===== src/rtl/trap_controller.sv =====
// Trap and interrupt sequencer for the user-mode CSR file. Picks the highest-priority
// retiring exception or pending interrupt, issues the CSR write, flush and redirect, and executes URET.
module trap_controller (
  input  logic        iCLK,
  input  logic        iRST,
  input  logic        iInstrValid,
  input  logic [31:0] iPC,
  input  logic [31:0] iInstr,
  input  logic [31:0] iBadAddr,
  input  logic        iInstrMisal,
  input  logic        iIllegal,
  input  logic        iEbreak,
  input  logic        iEcall,
  input  logic        iLoadMisal,
  input  logic        iStoreMisal,
  input  logic        iUret,
  input  logic        iSoftInt,
  input  logic        iTimerInt,
  input  logic        iExtInt,
  input  logic [31:0] iUSTATUS,
  input  logic [31:0] iUTVEC,
  input  logic [31:0] iUEPC,
  output logic        oCSRWriteSimu,
  output logic [31:0] oUEPC,
  output logic [31:0] oUCAUSE,
  output logic [31:0] oUTVAL,
  output logic        oRedirect,
  output logic [31:0] oRedirectPC,
  output logic        oFlush,
  output logic        oStall,
  output logic [2:0]  oPending
);

  typedef enum logic [1:0] {IDLE, SAVE, HOLD} state_t;

  state_t      r_state;
  logic [2:0]  r_req_d;

  logic [2:0]  w_req;
  logic [2:0]  w_edge;
  logic [2:0]  w_clr;
  logic        w_uie;
  logic        w_trap;
  logic        w_is_int;
  logic        w_uret;
  logic [31:0] w_cause;
  logic [31:0] w_tval;
  logic [31:0] w_base;
  logic [31:0] w_target;
  logic        w_unused;

  // Pending bit order is {ext, timer, soft}.
  assign w_req    = {iExtInt, iTimerInt, iSoftInt};
  assign w_edge   = w_req & ~r_req_d;
  assign w_uie    = iUSTATUS[0];
  assign w_unused = ^iUSTATUS[31:1];

  // NOTE: every signal gets a default before the priority chain so no path infers a latch.
  always_comb begin
    w_trap   = 1'b0;
    w_is_int = 1'b0;
    w_uret   = 1'b0;
    w_clr    = 3'b000;
    w_cause  = 32'h0;
    w_tval   = 32'h0;
    if (r_state == IDLE && iInstrValid) begin
      if (w_uie && oPending[2]) begin
        w_trap = 1'b1; w_is_int = 1'b1; w_clr = 3'b100; w_cause = 32'h8000_0008;
      end else if (w_uie && oPending[0]) begin
        w_trap = 1'b1; w_is_int = 1'b1; w_clr = 3'b001; w_cause = 32'h8000_0000;
      end else if (w_uie && oPending[1]) begin
        w_trap = 1'b1; w_is_int = 1'b1; w_clr = 3'b010; w_cause = 32'h8000_0004;
      end else if (iInstrMisal) begin
        w_trap = 1'b1; w_cause = 32'd0; w_tval = iBadAddr;
      end else if (iIllegal) begin
        w_trap = 1'b1; w_cause = 32'd2; w_tval = iInstr;
      end else if (iEbreak) begin
        w_trap = 1'b1; w_cause = 32'd3;
      end else if (iEcall) begin
        w_trap = 1'b1; w_cause = 32'd8;
      end else if (iStoreMisal) begin
        w_trap = 1'b1; w_cause = 32'd6; w_tval = iBadAddr;
      end else if (iLoadMisal) begin
        w_trap = 1'b1; w_cause = 32'd4; w_tval = iBadAddr;
      end else if (iUret) begin
        w_uret = 1'b1;
      end
    end
  end

  // Vectored mode only applies to interrupts; modes 2 and 3 fall back to direct.
  assign w_base   = {iUTVEC[31:2], 2'b00};
  assign w_target = (iUTVEC[1:0] == 2'b01 && w_is_int) ?
                    w_base + {26'h0, w_cause[3:0], 2'b00} : w_base;

  // NOTE: state and registered outputs use non-blocking assignments only, so every read sees pre-edge values.
  always_ff @(posedge iCLK or posedge iRST) begin
    if (iRST) begin
      r_state       <= IDLE;
      r_req_d       <= 3'b000;
      oPending      <= 3'b000;
      oCSRWriteSimu <= 1'b0;
      oRedirect     <= 1'b0;
      oFlush        <= 1'b0;
      oStall        <= 1'b0;
      oUEPC         <= 32'h0;
      oUCAUSE       <= 32'h0;
      oUTVAL        <= 32'h0;
      oRedirectPC   <= 32'h0;
    end else begin
      r_req_d       <= w_req;
      // A new edge is ORed in after the clear, so set wins over a same-cycle take.
      oPending      <= (oPending & ~w_clr) | w_edge;
      oCSRWriteSimu <= 1'b0;
      oRedirect     <= 1'b0;
      oFlush        <= 1'b0;
      case (r_state)
        IDLE: begin
          oStall <= w_trap;
          if (w_trap) begin
            r_state       <= SAVE;
            oCSRWriteSimu <= 1'b1;
            oRedirect     <= 1'b1;
            oFlush        <= 1'b1;
            oUEPC         <= iPC;
            oUCAUSE       <= w_cause;
            oUTVAL        <= w_tval;
            oRedirectPC   <= w_target;
          end else if (w_uret) begin
            oRedirect     <= 1'b1;
            oRedirectPC   <= iUEPC;
          end
        end
        SAVE: begin
          r_state <= HOLD;
          oStall  <= 1'b1;
        end
        HOLD: begin
          r_state <= IDLE;
          oStall  <= 1'b0;
        end
        default: begin
          r_state <= IDLE;
          oStall  <= 1'b0;
        end
      endcase
    end
  end

endmodule


===== config.mk =====
export PLATFORM = sky130hd
export DESIGN_NAME = trap_controller
export DESIGN_NICKNAME = d
export VERILOG_FILES = /design/src/rtl/trap_controller.sv
export SDC_FILE = /design/constraint.sdc
export NUM_CORES = 1
export LEC_CHECK = 0
export BUFFER_PORTS_ARGS = -buffer_cell sky130_fd_sc_hd__buf_2
export CORE_MARGIN = 8
export CORE_UTILIZATION = 29
export DETAILED_ROUTE_END_ITERATION = 10
export PLACE_DENSITY = 0.62
export SLEW_MARGIN = 20
export SYNTH_ARGS = -nofsm -noshare
export SYNTH_HDL_FRONTEND = slang
export SYNTH_SLANG_ARGS = --single-unit

===== constraint.sdc =====
create_clock -name iCLK -period 5.1 [get_ports iCLK]
set_clock_uncertainty 0.2 [all_clocks]
set_input_delay 0.51 -clock iCLK [delete_from_list [all_inputs] [get_ports iCLK]]
set_output_delay 0.51 -clock iCLK [all_outputs]
set_load 0.05 [all_outputs]

# == After elaboration in Yosys (flattened, before gate mapping) ==
# Index checks and enable logic that the tools add are counted.
# word_totals
regBits,139
in_bits,205
out_inout_bits,135
# op_classes
n_addsub,1
n_eq_ne,3
n_mux,60
bitwise,5
reduce_logical,9
# ops
op,count
$mux 32,17
$add 32x6->32,1
$mux 1,30
$mux 4,4
$mux 3,4
$and 3x3->3,2
$mux 2,3
$not 3->3,2
$logic_and 1x1->1,5
$eq 2x1->1 const B,2
$pmux 2 s2,1
$reduce_and 2->1,2
$or 3x3->3,1
$logic_not 2->1,1
$ne 2x2->1 const B,1
$pmux 1 s2,1
$reduce_bool 2->1,1

# == Depth between registers and ports, before layout ==
# logic_depth
depth_word,14
ltp_mapped,12
ltp_nobuf,11

# == Worst setup path after synthesis ==
# No wires, ideal clock.
# synth_timing
kind,register -> register
start,reg oPending[0]
end,reg oRedirectPC[24]
arrival_time_ps,3248
path_slack_ps,1570
stages_incl_launch_ff,13
path_buffers,1
synth_period_minus_slack_ps,3530
path_cell_list,dfrtp_1 > o31ai_2 > nand2_1 > nor4b_1 > ha_1 > inv_1 > fa_1 > nor2b_1 > o31a_1 > clkbuf_1 > nand2_2 > or3_1 > a31oi_1
# synth_via
elab_chain_len,7
# synth_lines
element,line,source
from (decl),31,output logic [2:0] oPending
from (signal assigned),113,oPending <= (oPending & ~w_clr) | w_edge;
$logic_and 1x1->1,69,end else if (w_uie && oPending[0]) begin
$mux 32,69,
$mux 32,67,if (w_uie && oPending[2]) begin
$mux 32,66,if (r_state == IDLE && iInstrValid) begin
named net w_cause[0],46,logic [31:0] w_cause;
$add 32x6->32,94,"w_base + {26'h0, w_cause[3:0], 2'b00} : w_base;"
$mux 32,93,assign w_target = (iUTVEC[1:0] == 2'b01 && w_is_int) ?
$mux 32,120,if (w_trap) begin
to (signal assigned),128,oRedirectPC <= w_target;
to (signal assigned),131,oRedirectPC <= iUEPC;
to (decl),28,"output logic [31:0] oRedirectPC,"
# The timed path passes the listed nets, and every way through them passes these cells.
# A chain may end at the register's enable or synchronous reset.

# == Final worst setup path ==
# layout_timing
start,reg oPending[2]
end,reg oRedirectPC[24]
# layout_via
elab_chain_len,6
# layout_lines
element,line
$logic_and 1x1->1,67
$mux 32,67
$mux 32,66
named net w_cause[0],46
$add 32x6->32,94
$mux 32,93
$mux 32,120
# The timed path passes the listed nets, and every way through them passes these cells.

==> results.toml <==
[synth]
syn_inst = 620
ys_warn_count = 0
ys_ff_latch = 112
yosysTopAreaCell = "dfrtp_1"
ys_types = 49
synth_area_leaders = "dfrtp_1 (50%), nand2_1 (11%), a22oi_1 (6.4%)"
syn_area_sq_mm = 0.00566
synth_top_area_share_pct = 49.5
synth_area_per_cell_sq_um = 9.12
synth-edff-count = 0
synthArstFlopShare_pct = 100
ys_seq_area_share_pct = 49.5
synth_top_flop_cell = "dfrtp_1"

[final_layout]
nets = 1092
utilization_pct = 38.8
final_common_cell = "buf_2"
drive_gt1_share_pct = 35.9
final_cell_mix = "buf_2 (281), nand2_1 (165), dfrtp_1 (112), o21ai_0 (60), a22oi_1 (48)"
fillerInstances = 2025
area_growth_pct = 32.5

[sta]
fin_crit_sh_pct = 78.7
finalMaxSlewViolations = 0
setup_viol = 0
rsz0062_at_grt = "no"
tightest_slew_ns = 0.975
min_period_ns = 4.01
finalHoldViolCount = 0
worst_slew_margin_rel_pct = 35.0
fin_ws_ns = 1.09
setup_tns_ns = 0
fmax_mhz = 249

[place]
dpl_worst_slack_ns = 1.15
io_buffer_count = 281
place_congestion = 0.841
dp_hpwl_um = 15500

[critical_path]
crit_family = "simple AND/OR/NAND/NOR gates"
arrival_ns = 4.07
path_max_fanout = 10
setup.worst_path.start_class = "register"
crit_path_cell_trace = "o31ai_2 > nand2_1 > nor4b_1 > ha_1 > inv_1 > fa_1 > nor2b_1 > o31a_1 > nand2_2 > or3_1 > a31oi_1"
worst_path_largest_cell_delay_ns = 0.56
crit_type = "reg2reg"
worst_setup_path_end_kind = "register"
rrSetupSlack_ns = 1.09
cp_data_required_time_ns = 5.16
path_buf_inv = 1
crit_slowest_cell = "nor4b_1"

[floorplanning]
dieHeight_um = 156
initial_core_util_pct = 29.3
dieArea_sq_mm = 0.0242
core_area_sq_mm = 0.0193
row_count = 51
die_w_um = 156
ios = 340

[clock_tree]
cts.clk_slew.worst_paths_ns = 0.08
cts_setup_buffers = 0
clock_latency_ns = 0.35
cts_buffers = 9
tritoncts = "built"
clock_path_buffers = 2
cts_htree_levels = 3
clk_root_buffer_cell = "clkbuf_16"
hold_buffers = 0
cts_sinks = 112
cts_resized = 0

[grt]
grt_max_degree = 72
first_global_vias = 5614
antenna_found_initial = 2
grt_usage_pct = 16.0
grt_overflow = 0
grt_pass1_wl_um = 30500

[pwr]
power-per-cell-area_mw_per_mm2 = 435
p_leak_nw = 3.85
vdd_ir_drop_max_uv = 202

[drt]
wirelength_um = 19900
drcViolationCount = 0
dr.first_iter.drc_count = 183
drtAntennaViolNets = 0
dr.pass1.iters = 4
wire_per_inst_um = 17.3
via_count = 5298
viasPerCell = 4.60

[status]
outcome = "complete, no violations"

[flow_run]
cap_violations = 0

[worst_hold_path]
holdCritPathClass = "in2reg"
==> flip-flops by register name, indices dropped and copies added, names as in the netlist, 2 cells and up <==
register and count:
r_req_d 3, oUEPC 32, oPending 3, oRedirectPC 32, oUCAUSE 5, oUTVAL 32, r_state 2
==> metrics by stage <==
stage	hold slack [ns]	std cells	instance area [sq um]	total power, mW
finish	0.0764	1152	7500	3.26
global route	0.0539	1151	7490	3.44
CTS	0.0548	1151	7490	3.31
detailed placement	0.219	1136	7180	2.56
global placement	0.204	1136	7180	2.54
floorplan	0.200	646	5750	2.18
==> power breakdown <==
part	switching [mW]	total (mW)	internal, mW
clock network	0.342	0.740	0.398
registers	0.0953	1.17	1.07
logic	1.05	1.35	0.301
total	1.49	3.26	1.77
==> worst register-to-register path, delay by kind of cell (launching register included) <==
kind	cells	cell delay [ns]
buffers and inverters	1	0.06
AO/OA/AOI/OAI	3	1.00
adder cells (fa/ha/maj)	2	0.69
AND/OR/NAND/NOR	5	1.48
flip-flops	1	0.48
==> final cells by class <==
cell class | instances | area [sq um] | share of cell area [%]
flip-flops and latches | 112 | 2800 | 37.4
multi-input cells | 456 | 2540 | 33.9
repair buffers | 286 | 1440 | 19.3
well taps | 265 | 332 | 4.42
clock buffers | 10 | 239 | 3.19
clock inverters | 5 | 66.3 | 0.885
inverters | 17 | 66.3 | 0.885
diodes | 1 | 2.50 | 0.0334
==> cell families (layout without fill, tap and decap cells) <==
kind of cell | Yosys count | after routing | share of synthesized area (%)
and+or+nand+nor | 246 | 246 | 20.7
other | 1 | 28 | 0.0663
xor gates and xnor gates | 24 | 24 | 3.72
buffers and inverters | 78 | 318 | 7.52
DFF | 112 | 112 | 49.5
muxes | 4 | 4 | 0.730
AOI/OAI and AO/OA | 150 | 150 | 16.5
adders and majority gates | 5 | 5 | 1.24
==> layer usage <==
| metal | GRT usage, % | part of all wire [%] | up-vias |
|---|---|---|---|
| li1 | - | - | 2612 |
| met1 | 18.6 | 42 | 2425 |
| met2 | 27.3 | 48 | 232 |
| met3 | 5.43 | 8.6 | 25 |
| met4 | 4.85 | 1.5 | 4 |
| met5 | 0 | 0.14 | - |
==> path summary, 6_finish.rpt <==
path,start,to,cells after the start
max reg2reg,oPending[2]$_DFF_PP0_,oRedirectPC[24]$_DFFE_PP0P_,11
min,iTimerInt,r_req_d[1]$_DFF_PP0_,1
min reg2reg,r_req_d[1]$_DFF_PP0_,oPending[1]$_DFF_PP0_,1
max in group asynchronous,iRST,oUTVAL[0]$_DFFE_PP0P_,3
min in group asynchronous,iRST,oUTVAL[6]$_DFFE_PP0P_,2
max,oPending[2]$_DFF_PP0_,oRedirectPC[24]$_DFFE_PP0P_,11
==> cell usage after synthesis (7+ instances only) <==
cell type / number
buf_2: 13
nand4_1: 14
o22ai_1: 7
clkbuf_1: 17
a21oi_1: 15
inv_1: 15
nor2_1: 9
xor2_1: 20
buf_4: 31
a22oi_1: 48
and3_1: 9
nand2_1: 166
nand3_1: 15
dfrtp_1: 112
o21ai_0: 60
Power figures use the tool's default switching activity.
